--- config.mk ---
export PLATFORM = sky130hd
export DESIGN_NAME = servo_pulse_decoder_flat
export DESIGN_NICKNAME = d
export VERILOG_FILES = /design/src/rtl/servo_pkg.sv /design/src/rtl/servo_pulse_decoder_if.sv /design/src/rtl/servo_pulse_decoder_sync_edge_detect.sv /design/src/rtl/servo_pulse_decoder.sv /design/src/flat_wrapper.sv
export SDC_FILE = /design/constraint.sdc
export NUM_CORES = 1
export LEC_CHECK = 0
export BUFFER_PORTS_ARGS = -buffer_cell sky130_fd_sc_hd__buf_2
export CAP_MARGIN = 5
export CORE_AREA = 2 2 92 102
export CTS_CLUSTER_SIZE = 24
export DETAILED_ROUTE_END_ITERATION = 12
export DIE_AREA = 0 0 94 104
export PLACE_DENSITY = 0.61
export SYNTH_ARGS = -nofsm -noshare
export SYNTH_HDL_FRONTEND = slang
export SYNTH_SLANG_ARGS = --single-unit
--- constraint.sdc ---
create_clock -name clk -period 4 [get_ports clk]
set_input_delay 0.8 -clock clk [delete_from_list [all_inputs] [get_ports clk]]
set_output_delay 0.8 -clock clk [all_outputs]
set_load 0.005 [all_outputs]
--- src/rtl/servo_pkg.sv ---
// Shared constants, counter widths and FSM state type for the servo pulse
// decoder and the matching PWM generator.
`timescale 1ns/1ps
package servo_pkg;

   localparam int FRAME_TICKS_DEF   = 1000;
   localparam int MIN_PULSE_DEF     = 25;
   localparam int MAX_PULSE_DEF     = 125;
   localparam int TIMEOUT_TICKS_DEF = 2000;

   localparam int HIGH_W  = 10;
   localparam int FRAME_W = 11;

   localparam logic [HIGH_W-1:0]  HIGH_MAX  = '1;
   localparam logic [FRAME_W-1:0] FRAME_MAX = '1;

   typedef enum logic [1:0] {
      ST_IDLE = 2'd0,
      ST_HIGH = 2'd1,
      ST_LOW  = 2'd2
   } servo_state_t;

   function automatic logic [HIGH_W-1:0] sat_inc_high(input logic [HIGH_W-1:0] v);
      return (v == HIGH_MAX) ? v : v + 1'b1;
   endfunction

   function automatic logic [FRAME_W-1:0] sat_inc_frame(input logic [FRAME_W-1:0] v);
      return (v == FRAME_MAX) ? v : v + 1'b1;
   endfunction

endpackage

--- src/rtl/servo_pulse_decoder_if.sv ---
// Servo input and measurement results. valid is a one-cycle strobe with no
// back-pressure: pulse_width/frame_len/range_err are meaningful while valid=1.
`timescale 1ns/1ps
interface servo_pulse_decoder_if;
   import servo_pkg::*;

   logic                servo_in;
   logic [HIGH_W-1:0]   pulse_width;
   logic [FRAME_W-1:0]  frame_len;
   logic                valid;
   logic                range_err;
   logic                timeout;
   servo_state_t        dbg_state;

   modport master (
      output servo_in,
      input  pulse_width, frame_len, valid, range_err, timeout, dbg_state
   );

   modport slave (
      input  servo_in,
      output pulse_width, frame_len, valid, range_err, timeout, dbg_state
   );
endinterface

--- src/rtl/servo_pulse_decoder_sync_edge_detect.sv ---
// Two-flop synchronizer followed by a registered rise/fall detector.
// Rises are suppressed until the synchronized input has been seen low once.
`timescale 1ns/1ps
module sync_edge_detect (
   input  logic clk,
   input  logic resetn,
   input  logic i_din,
   output logic o_rise,
   output logic o_fall
);

   logic       r_sync1;
   logic       r_sync2;
   logic       r_prev;
   logic       r_rise;
   logic       r_fall;
   logic       r_armed;
   logic [1:0] r_fill;

   // r_fill marks when r_sync2 reflects the pin rather than reset values.
   always_ff @(posedge clk or negedge resetn) begin
      if (!resetn) begin
         r_sync1 <= 1'b0;
         r_sync2 <= 1'b0;
         r_prev  <= 1'b0;
         r_rise  <= 1'b0;
         r_fall  <= 1'b0;
         r_armed <= 1'b0;
         r_fill  <= 2'b00;
      end else begin
         r_sync1 <= i_din;
         r_sync2 <= r_sync1;
         r_prev  <= r_sync2;
         r_fill  <= {r_fill[0], 1'b1};
         if (r_fill[1] && !r_sync2)
            r_armed <= 1'b1;
         r_rise  <= r_armed & r_sync2 & ~r_prev;
         r_fall  <= r_prev & ~r_sync2;
      end
   end

   assign o_rise = r_rise;
   assign o_fall = r_fall;

endmodule

--- src/rtl/servo_pulse_decoder.sv ---
// Measures servo PWM high time and rising-edge period, publishing one result
// per complete frame and flagging out-of-range pulses and loss of signal.
`timescale 1ns/1ps
module servo_pulse_decoder
   import servo_pkg::*;
#(
   parameter int FRAME_TICKS   = FRAME_TICKS_DEF,
   parameter int MIN_PULSE     = MIN_PULSE_DEF,
   parameter int MAX_PULSE     = MAX_PULSE_DEF,
   parameter int TIMEOUT_TICKS = TIMEOUT_TICKS_DEF
) (
   input logic                   clk,
   input logic                   resetn,
   servo_pulse_decoder_if.slave  io_bus
);

   // A timeout no longer than one nominal frame would drop every frame.
   localparam int TO_EFF = (TIMEOUT_TICKS > FRAME_TICKS) ? TIMEOUT_TICKS : 2 * FRAME_TICKS;
   localparam int TO_CLP = (TO_EFF > (1 << FRAME_W) - 1) ? (1 << FRAME_W) - 1 : TO_EFF;
   localparam logic [FRAME_W-1:0] TO_LIM = FRAME_W'(TO_CLP);
   localparam logic [HIGH_W-1:0]  MIN_L  = HIGH_W'(MIN_PULSE);
   localparam logic [HIGH_W-1:0]  MAX_L  = HIGH_W'(MAX_PULSE);

   logic w_rise;
   logic w_fall;
   logic w_to_hit;

   servo_state_t        r_state,       w_state_nxt;
   logic [HIGH_W-1:0]   r_high_cnt,    w_high_nxt;
   logic [HIGH_W-1:0]   r_hold,        w_hold_nxt;
   logic [HIGH_W-1:0]   r_pulse_width, w_pw_nxt;
   logic [FRAME_W-1:0]  r_frame_cnt,   w_frame_nxt;
   logic [FRAME_W-1:0]  r_frame_len,   w_fl_nxt;
   logic                r_valid,       w_valid_nxt;
   logic                r_range_err,   w_re_nxt;
   logic                r_timeout,     w_to_nxt;

   sync_edge_detect u_sync (
      .clk    (clk),
      .resetn (resetn),
      .i_din  (io_bus.servo_in),
      .o_rise (w_rise),
      .o_fall (w_fall)
   );

   assign w_to_hit = (r_frame_cnt >= TO_LIM);

   always_ff @(posedge clk or negedge resetn) begin
      if (!resetn) begin
         r_state       <= ST_IDLE;
         r_high_cnt    <= '0;
         r_hold        <= '0;
         r_pulse_width <= '0;
         r_frame_cnt   <= '0;
         r_frame_len   <= '0;
         r_valid       <= 1'b0;
         r_range_err   <= 1'b0;
         r_timeout     <= 1'b0;
      end else begin
         r_state       <= w_state_nxt;
         r_high_cnt    <= w_high_nxt;
         r_hold        <= w_hold_nxt;
         r_pulse_width <= w_pw_nxt;
         r_frame_cnt   <= w_frame_nxt;
         r_frame_len   <= w_fl_nxt;
         r_valid       <= w_valid_nxt;
         r_range_err   <= w_re_nxt;
         r_timeout     <= w_to_nxt;
      end
   end

   // Timeout is tested before the rise so a coincident rise is dropped.
   always_comb begin
      w_state_nxt = r_state;
      w_high_nxt  = r_high_cnt;
      w_hold_nxt  = r_hold;
      w_pw_nxt    = r_pulse_width;
      w_frame_nxt = r_frame_cnt;
      w_fl_nxt    = r_frame_len;
      w_valid_nxt = 1'b0;
      w_re_nxt    = r_range_err;
      w_to_nxt    = r_timeout;
      case (r_state)
         ST_IDLE: begin
            if (w_rise) begin
               w_state_nxt = ST_HIGH;
               w_high_nxt  = HIGH_W'(1);
               w_frame_nxt = FRAME_W'(1);
            end
         end
         ST_HIGH: begin
            if (w_to_hit) begin
               w_state_nxt = ST_IDLE;
               w_to_nxt    = 1'b1;
            end else begin
               w_high_nxt  = sat_inc_high(r_high_cnt);
               w_frame_nxt = sat_inc_frame(r_frame_cnt);
               if (w_fall) begin
                  w_hold_nxt  = r_high_cnt;
                  w_state_nxt = ST_LOW;
               end
            end
         end
         ST_LOW: begin
            if (w_to_hit) begin
               w_state_nxt = ST_IDLE;
               w_to_nxt    = 1'b1;
            end else if (w_rise) begin
               w_pw_nxt    = r_hold;
               w_fl_nxt    = r_frame_cnt;
               w_re_nxt    = (r_hold < MIN_L) || (r_hold > MAX_L);
               w_valid_nxt = 1'b1;
               w_to_nxt    = 1'b0;
               w_high_nxt  = HIGH_W'(1);
               w_frame_nxt = FRAME_W'(1);
               w_state_nxt = ST_HIGH;
            end else begin
               w_frame_nxt = sat_inc_frame(r_frame_cnt);
            end
         end
         default: w_state_nxt = ST_IDLE;
      endcase
   end

   assign io_bus.pulse_width = r_pulse_width;
   assign io_bus.frame_len   = r_frame_len;
   assign io_bus.valid       = r_valid;
   assign io_bus.range_err   = r_range_err;
   assign io_bus.timeout     = r_timeout;
   assign io_bus.dbg_state   = r_state;

endmodule

--- src/flat_wrapper.sv ---
// flat-port wrapper written by rule: the top's interface ports become plain ports
module servo_pulse_decoder_flat import servo_pkg::*;
#(
   parameter int FRAME_TICKS   = FRAME_TICKS_DEF,
   parameter int MIN_PULSE     = MIN_PULSE_DEF,
   parameter int MAX_PULSE     = MAX_PULSE_DEF,
   parameter int TIMEOUT_TICKS = TIMEOUT_TICKS_DEF
)
  (clk, resetn, io_bus_servo_in, io_bus_pulse_width, io_bus_frame_len, io_bus_valid, io_bus_range_err, io_bus_timeout, io_bus_dbg_state);
  servo_pulse_decoder_if io_bus_i ();
  input logic clk;
  input logic resetn;
  input wire logic [$bits(io_bus_i.servo_in)-1:0] io_bus_servo_in;
  output wire logic [$bits(io_bus_i.pulse_width)-1:0] io_bus_pulse_width;
  output wire logic [$bits(io_bus_i.frame_len)-1:0] io_bus_frame_len;
  output wire logic [$bits(io_bus_i.valid)-1:0] io_bus_valid;
  output wire logic [$bits(io_bus_i.range_err)-1:0] io_bus_range_err;
  output wire logic [$bits(io_bus_i.timeout)-1:0] io_bus_timeout;
  output wire logic [$bits(io_bus_i.dbg_state)-1:0] io_bus_dbg_state;
  assign io_bus_i.servo_in = io_bus_servo_in;
  assign io_bus_pulse_width = io_bus_i.pulse_width;
  assign io_bus_frame_len = io_bus_i.frame_len;
  assign io_bus_valid = io_bus_i.valid;
  assign io_bus_range_err = io_bus_i.range_err;
  assign io_bus_timeout = io_bus_i.timeout;
  assign io_bus_dbg_state = io_bus_i.dbg_state;
  servo_pulse_decoder #(.FRAME_TICKS(FRAME_TICKS), .MIN_PULSE(MIN_PULSE), .MAX_PULSE(MAX_PULSE), .TIMEOUT_TICKS(TIMEOUT_TICKS)) u_core (.clk(clk), .resetn(resetn), .io_bus(io_bus_i));
endmodule
* Word-level counts from Yosys, hierarchy flattened *
Index checks and enable logic that the tools add are counted.

word-level totals
  logic and storage cells = 72
  flip-flop bits (word level) = 65

operators by class
  reductions and logical operators = 11
  equality and inequality tests = 11
  order comparisons = 3
  muxes and demuxes = 23
  bitwise operators = 6
  add/subtract/negate cells = 2

operators with widths
  cell                                                             count
  two-way mux 11 bit                                               5
  two-way mux 10 bit                                               4
  case mux 11 bit (3 select lines)                                 1
  case mux 10 bit (3 select lines)                                 1
  adder 11 x 1 -> 11 bit (second input constant)                   1
  equality test 11 bit (second input constant)                     1
  >= comparator 11 bit (second input constant)                     1
  adder 10 x 1 -> 10 bit (second input constant)                   1
  equality test 10 bit (second input constant)                     1
  greater-than comparator 10 x 7 -> 1 bit (second input constant)  1
  < comparator 10 x 5 -> 1 bit (second input constant)             1
  AND reduction 3 bit                                              3
  two-way mux 2 bit                                                4
  != test 2 bit (second input constant)                            4
  AND reduction 4 bit                                              2
  two-way mux 1 bit                                                6
  != test 3 x 2 -> 1 bit (second input constant)                   2
  case mux 2 bit (3 select lines)                                  1
  AND 1 bit                                                        3
  NOT 1 bit                                                        3
  nonzero test 3 bit                                               1
  equality test 2 x 1 -> 1 bit (second input constant)             1
  equality test 2 bit (second input constant)                      1
  logical NOT 2 bit                                                1
  other kinds (6)                                                  6

* Longest topological paths before layout *
  word-level depth = 5
  gate-level depth with buffers = 7

* Cells and area by module *
From an unflattened synthesis, not the netlist that was laid out.

unflattened totals
  cell total of the unflattened synthesis = 273
  area, all modules = 3104.2 sq um

modules (own cells, without submodules)
  module               cells an instance  times used  seq. area each (sq um)  area an instance (sq um)
  servo_pulse_decoder  259                1           1426.4                  2875.3
  sync_edge_detect     14                 1           200.2                   229.0

* Worst setup path after synthesis *
OpenSTA, ideal clock, no wires.

  kind = reg-to-reg
  start point = register u_core.r_state[0] (netlist: u_core.io_bus.dbg_state[0])
  end point = register u_core.r_high_cnt[0]
  buffers on the path = 1
  cell stages (with the launch flop) = 8
  arrival time = 1.833 ns
  setup time = 0.125 ns
  setup slack = 2.042 ns
  clock period less this slack = 1.958 ns
  cells stage by stage = dfrtp_1 -> inv_1 -> ha_1 -> o22ai_1 -> o311a_1 -> and2_4 -> buf_6 -> mux2_4

on the way
  longest elaborated chain between the ends = 3

RTL lines
  what                                                                  line                       text
  start: declaration                                                    servo_pulse_decoder.sv:28  servo_state_t r_state, w_state_nxt;
  start signal: assignment                                              servo_pulse_decoder.sv:60  r_state <= w_state_nxt;
  equality test 2 x 1 -> 1 bit (tied with other cells)                  servo_pulse_decoder.sv:83  case (r_state)
  != test 2 bit (no line) / nonzero test 3 bit (equally long branches)  -
  AND reduction 4 bit (no line)                                         -
  end signal: assignment                                                servo_pulse_decoder.sv:61  r_high_cnt <= w_high_nxt;
  end: declaration                                                      servo_pulse_decoder.sv:29  logic [HIGH_W-1:0] r_high_cnt, w_high_nxt;

Parallel ways exist; a longest one is shown, timed or not.
A chain may end at the register's enable or synchronous reset.

* Worst setup path after layout *
  start point = register u_core.r_state[1] (netlist: u_core.io_bus.dbg_state[1])
  end point = register u_core.r_frame_cnt[8]

on the way
  longest elaborated chain between the ends = 3

RTL lines
  what                                                                  line                       text
  equality test 2 bit (tied with other cells)                           servo_pulse_decoder.sv:83
  != test 2 bit (no line) / nonzero test 3 bit (equally long branches)  -
  AND reduction 4 bit (no line)                                         -
  end signal: assignment                                                servo_pulse_decoder.sv:64  r_frame_cnt <= w_frame_nxt;
  end: declaration                                                      servo_pulse_decoder.sv:32  logic [FRAME_W-1:0] r_frame_cnt, w_frame_nxt;

Parallel ways exist; a longest one is shown, timed or not.

==> impl_metrics.yaml <==
floorplanning:
  initial_core_util: 0.349
  ioPinCount: 29
  fp.dieH_um: 104
  coreArea_um2: 8780
  std_cell_rows: 36
  floorplan.die_area_um2: 9780
  die_w_um: 94
global_route:
  grt_max_degree: 41
  globalRouteOverflowTotal: 0
  antenna_found_initial: 0
  first_global_vias: 2107
  grt_pass1_wl_um: 10500
  grt_usage: 0.138
power_and_ir_drop:
  swShare: 0.333
  p_leak_nw: 1.63
  peakVddDrop_mv: 0.193
  switchingPower_mw: 0.666
  power_density_nw_per_um2: 561
  power_mw: 2.00
  seq_power_share: 0.420
  clkPwrFrac: 0.314
  p_comb_frac: 0.266
  internal_power_mw: 1.33
timing:
  worst_pin_slew_ps: 887
  grt_setup_unrepaired: "no"
  period_share: 0.634
  skew_ps: 9.93
  hold_viol: 0
  tns_ps: 0
  slew_headroom: 0.409
  min_period_ps: 2540
  fmax_ghz: 0.394
  whs_ps: 349
  finalSetupViolCount: 0
  drv_slew: 0
place:
  io_buffers: 28
  place_hpwl_um: 4360
  placed_area_um2: 3340
  place_congestion: 0.796
routing:
  num_vias: 2215
  wl_per_cell_um: 14.5
  dr.first_iter.drc_count: 127
  wl_um: 6180
  vias_per_cell: 5.21
  drc: 0
  firstDrtPassIters: 4
  drtAntennaViolNets: 0
critical_path:
  worstPathMaxFanout: 15
  crit_arrival_ps: 2790
  rr_worst_depth: 6
  crit_path_start_kind: "flop"
  critPathCaptureType: "flop"
  crit_required_ps: 4250
  crit_type: "reg -> reg"
yosys:
  syn_area_per_cell_um2: 11.4
  ys.flop_type: "dfrtp_1"
  synth_top_area_frac: 0.530
  synth_edf_count: 0
  yosysSeqAreaShare: 0.530
  synthArstFlopShare: 1.00
  synthTopCellsByArea: "dfrtp_1 53%, mux2_2 9.5%, ha_1 2.9%, nand2_1 2.4%, o21ai_0 2.4%"
  yosys.area.top_type: "dfrtp_1"
  syn-instance-count: 270
  synth_cell_type_count: 54
  yosys_register_bits: 65
  syn-num-nets: 280
  yosys_warnings: 0
  syn_area_um2: 3070
cells_and_area:
  nNetsFinal: 316
  area_growth_pct: 16.2
  fin_util: 0.406
  stdcell_area_um2: 3560
  diodes: 0
  drive_gt1_frac: 0.280
cts:
  cts_root_buf: "clkbuf_8"
  postCtsSetupBuffers: 0
  tritoncts: "yes"
  cts_buffers: 9
  ctsHoldBuffers: 0
  htree_num_levels: 3
  cts-resized-gates: 0
  clk_path_buf_depth: 2
  clock_latency_ps: 350
  clkTransAtPathRegs_ps: 70
  cts.sinks: 65
hold_path:
  hold_depth: 0
  min_path_type: "reg -> reg"
status:
  status: "completed"
flow_run:
  cap_violations: 0
per-layer routing:
| layer | up-vias | global-route usage | wire (µm) |
|---|---|---|---|
| li1 | 1081 | - | - |
| met1 | 1078 | 0.183 | 2970 |
| met2 | 49 | 0.206 | 2800 |
| met3 | 7 | 0.0507 | 321 |
| met4 | 0 | 0.0528 | 94 |
| met5 | - | 0 | 0 |
cells by family (layout without fill, tap and decap cells):
kind of cell / count (synthesis) / after routing / synth area share
adders and majority gates: 7 / 7 / 0.0285
other: 1 / 1 / 0.00122
and+or+nand+nor: 74 / 74 / 0.130
muxes: 31 / 31 / 0.113
buffers and inverters: 22 / 63 / 0.0314
AOI/OAI and AO/OA: 70 / 70 / 0.166
DFF: 65 / 65 / 0.530
critical path: stages (launching register included):
cell      delay [ps]
dfrtp_1          410
inv_1            120
ha_1             500
o22ai_1          270
o311ai_2         600
nor2_1           260
nor3_1           270
registers in the layout, indices dropped and copies added, names as in the netlist:
register,flops
u_core.io_bus.frame_len,11
u_core.u_sync.r_prev,1
u_core.r_hold,10
u_core.r_high_cnt,10
u_core.io_bus.dbg_state,2
u_core.u_sync.r_sync2,1
u_core.io_bus.range_err,1
u_core.u_sync.r_fill,2
u_core.io_bus.pulse_width,10
u_core.r_frame_cnt,11
u_core.u_sync.r_sync1,1
u_core.u_sync.o_fall,1
u_core.u_sync.o_rise,1
u_core.u_sync.r_armed,1
u_core.io_bus.timeout,1
u_core.io_bus.valid,1
synthesized netlist by cell type (3+ instances only):
cell / n
a211oi_1: 5
a21oi_1: 9
a31o_2: 3
a31oi_1: 11
and3_1: 4
dfrtp_1: 65
ha_1: 7
inv_1: 15
mux2_2: 26
mux2i_1: 4
nand2_1: 20
nand2b_1: 3
nand3_1: 7
nand4_1: 3
nor2_1: 11
nor2b_1: 3
nor3_1: 7
o21ai_0: 15
o311a_1: 3
o31ai_1: 3
or4_1: 3
power groups by stage:
stage                     sequential [mW]  combinational [mW]  clock, mW
after floorplan                     0.834               0.390          0
after global placement              0.851               0.524          0
after detailed placement            0.855               0.532          0
after CTS                           0.842               0.535      0.642
after global routing                0.856               0.598      0.672
final                               0.841               0.532      0.627
layout make-up:
cell class	count	area [µm²]
well taps	114	143
multi-input cells	183	1350
flip-flops and latches	65	1630
clock buffers	9	124
clock inverters	7	104
fillers	877	5220
repair buffers	31	163
inverters	16	60.1
cells in the final DEF (no fill, tap or decap), drive strengths merged, types with 3 or more instances in the layout:
cell / instances
mux2: 27
a211oi: 5
nand2: 20
a31o: 3
nand4: 3
clkinv: 5
nor2: 11
inv: 16
or4: 4
o31ai: 3
and3: 4
nand2b: 3
o21ai: 15
o311ai: 4
nor3: 8
clkbuf: 9
o311a: 3
nand3: 9
mux2i: 4
nor2b: 3
a31oi: 11
ha: 7
dfrtp: 65
buf: 31
a21oi: 9
worst paths after layout:
kind | startpoint | endpoint | slack [ps]
worst max-delay path | u_core.io_bus.dbg_state[1] | u_core.r_frame_cnt[8] | 1460
worst min-delay path | u_core.u_sync.r_sync1 | u_core.u_sync.r_sync2 | 350
worst max register to register | u_core.io_bus.dbg_state[1] | u_core.r_frame_cnt[8] | 1460
worst min register to register | u_core.u_sync.r_sync1 | u_core.u_sync.r_sync2 | 350
max in group asynchronous | resetn | u_core.r_frame_cnt[10] | 2680
min in group asynchronous | resetn | u_core.r_high_cnt[4] | 570
metrics by stage:
stage | std cells | setup WS [ps]
floorplan | 270 | 2040
global placement | 409 | 1620
detailed placement | 409 | 1430
CTS | 425 | 1470
global route | 425 | 1210
finish | 425 | 1460
(Power assumes the default switching activity.)
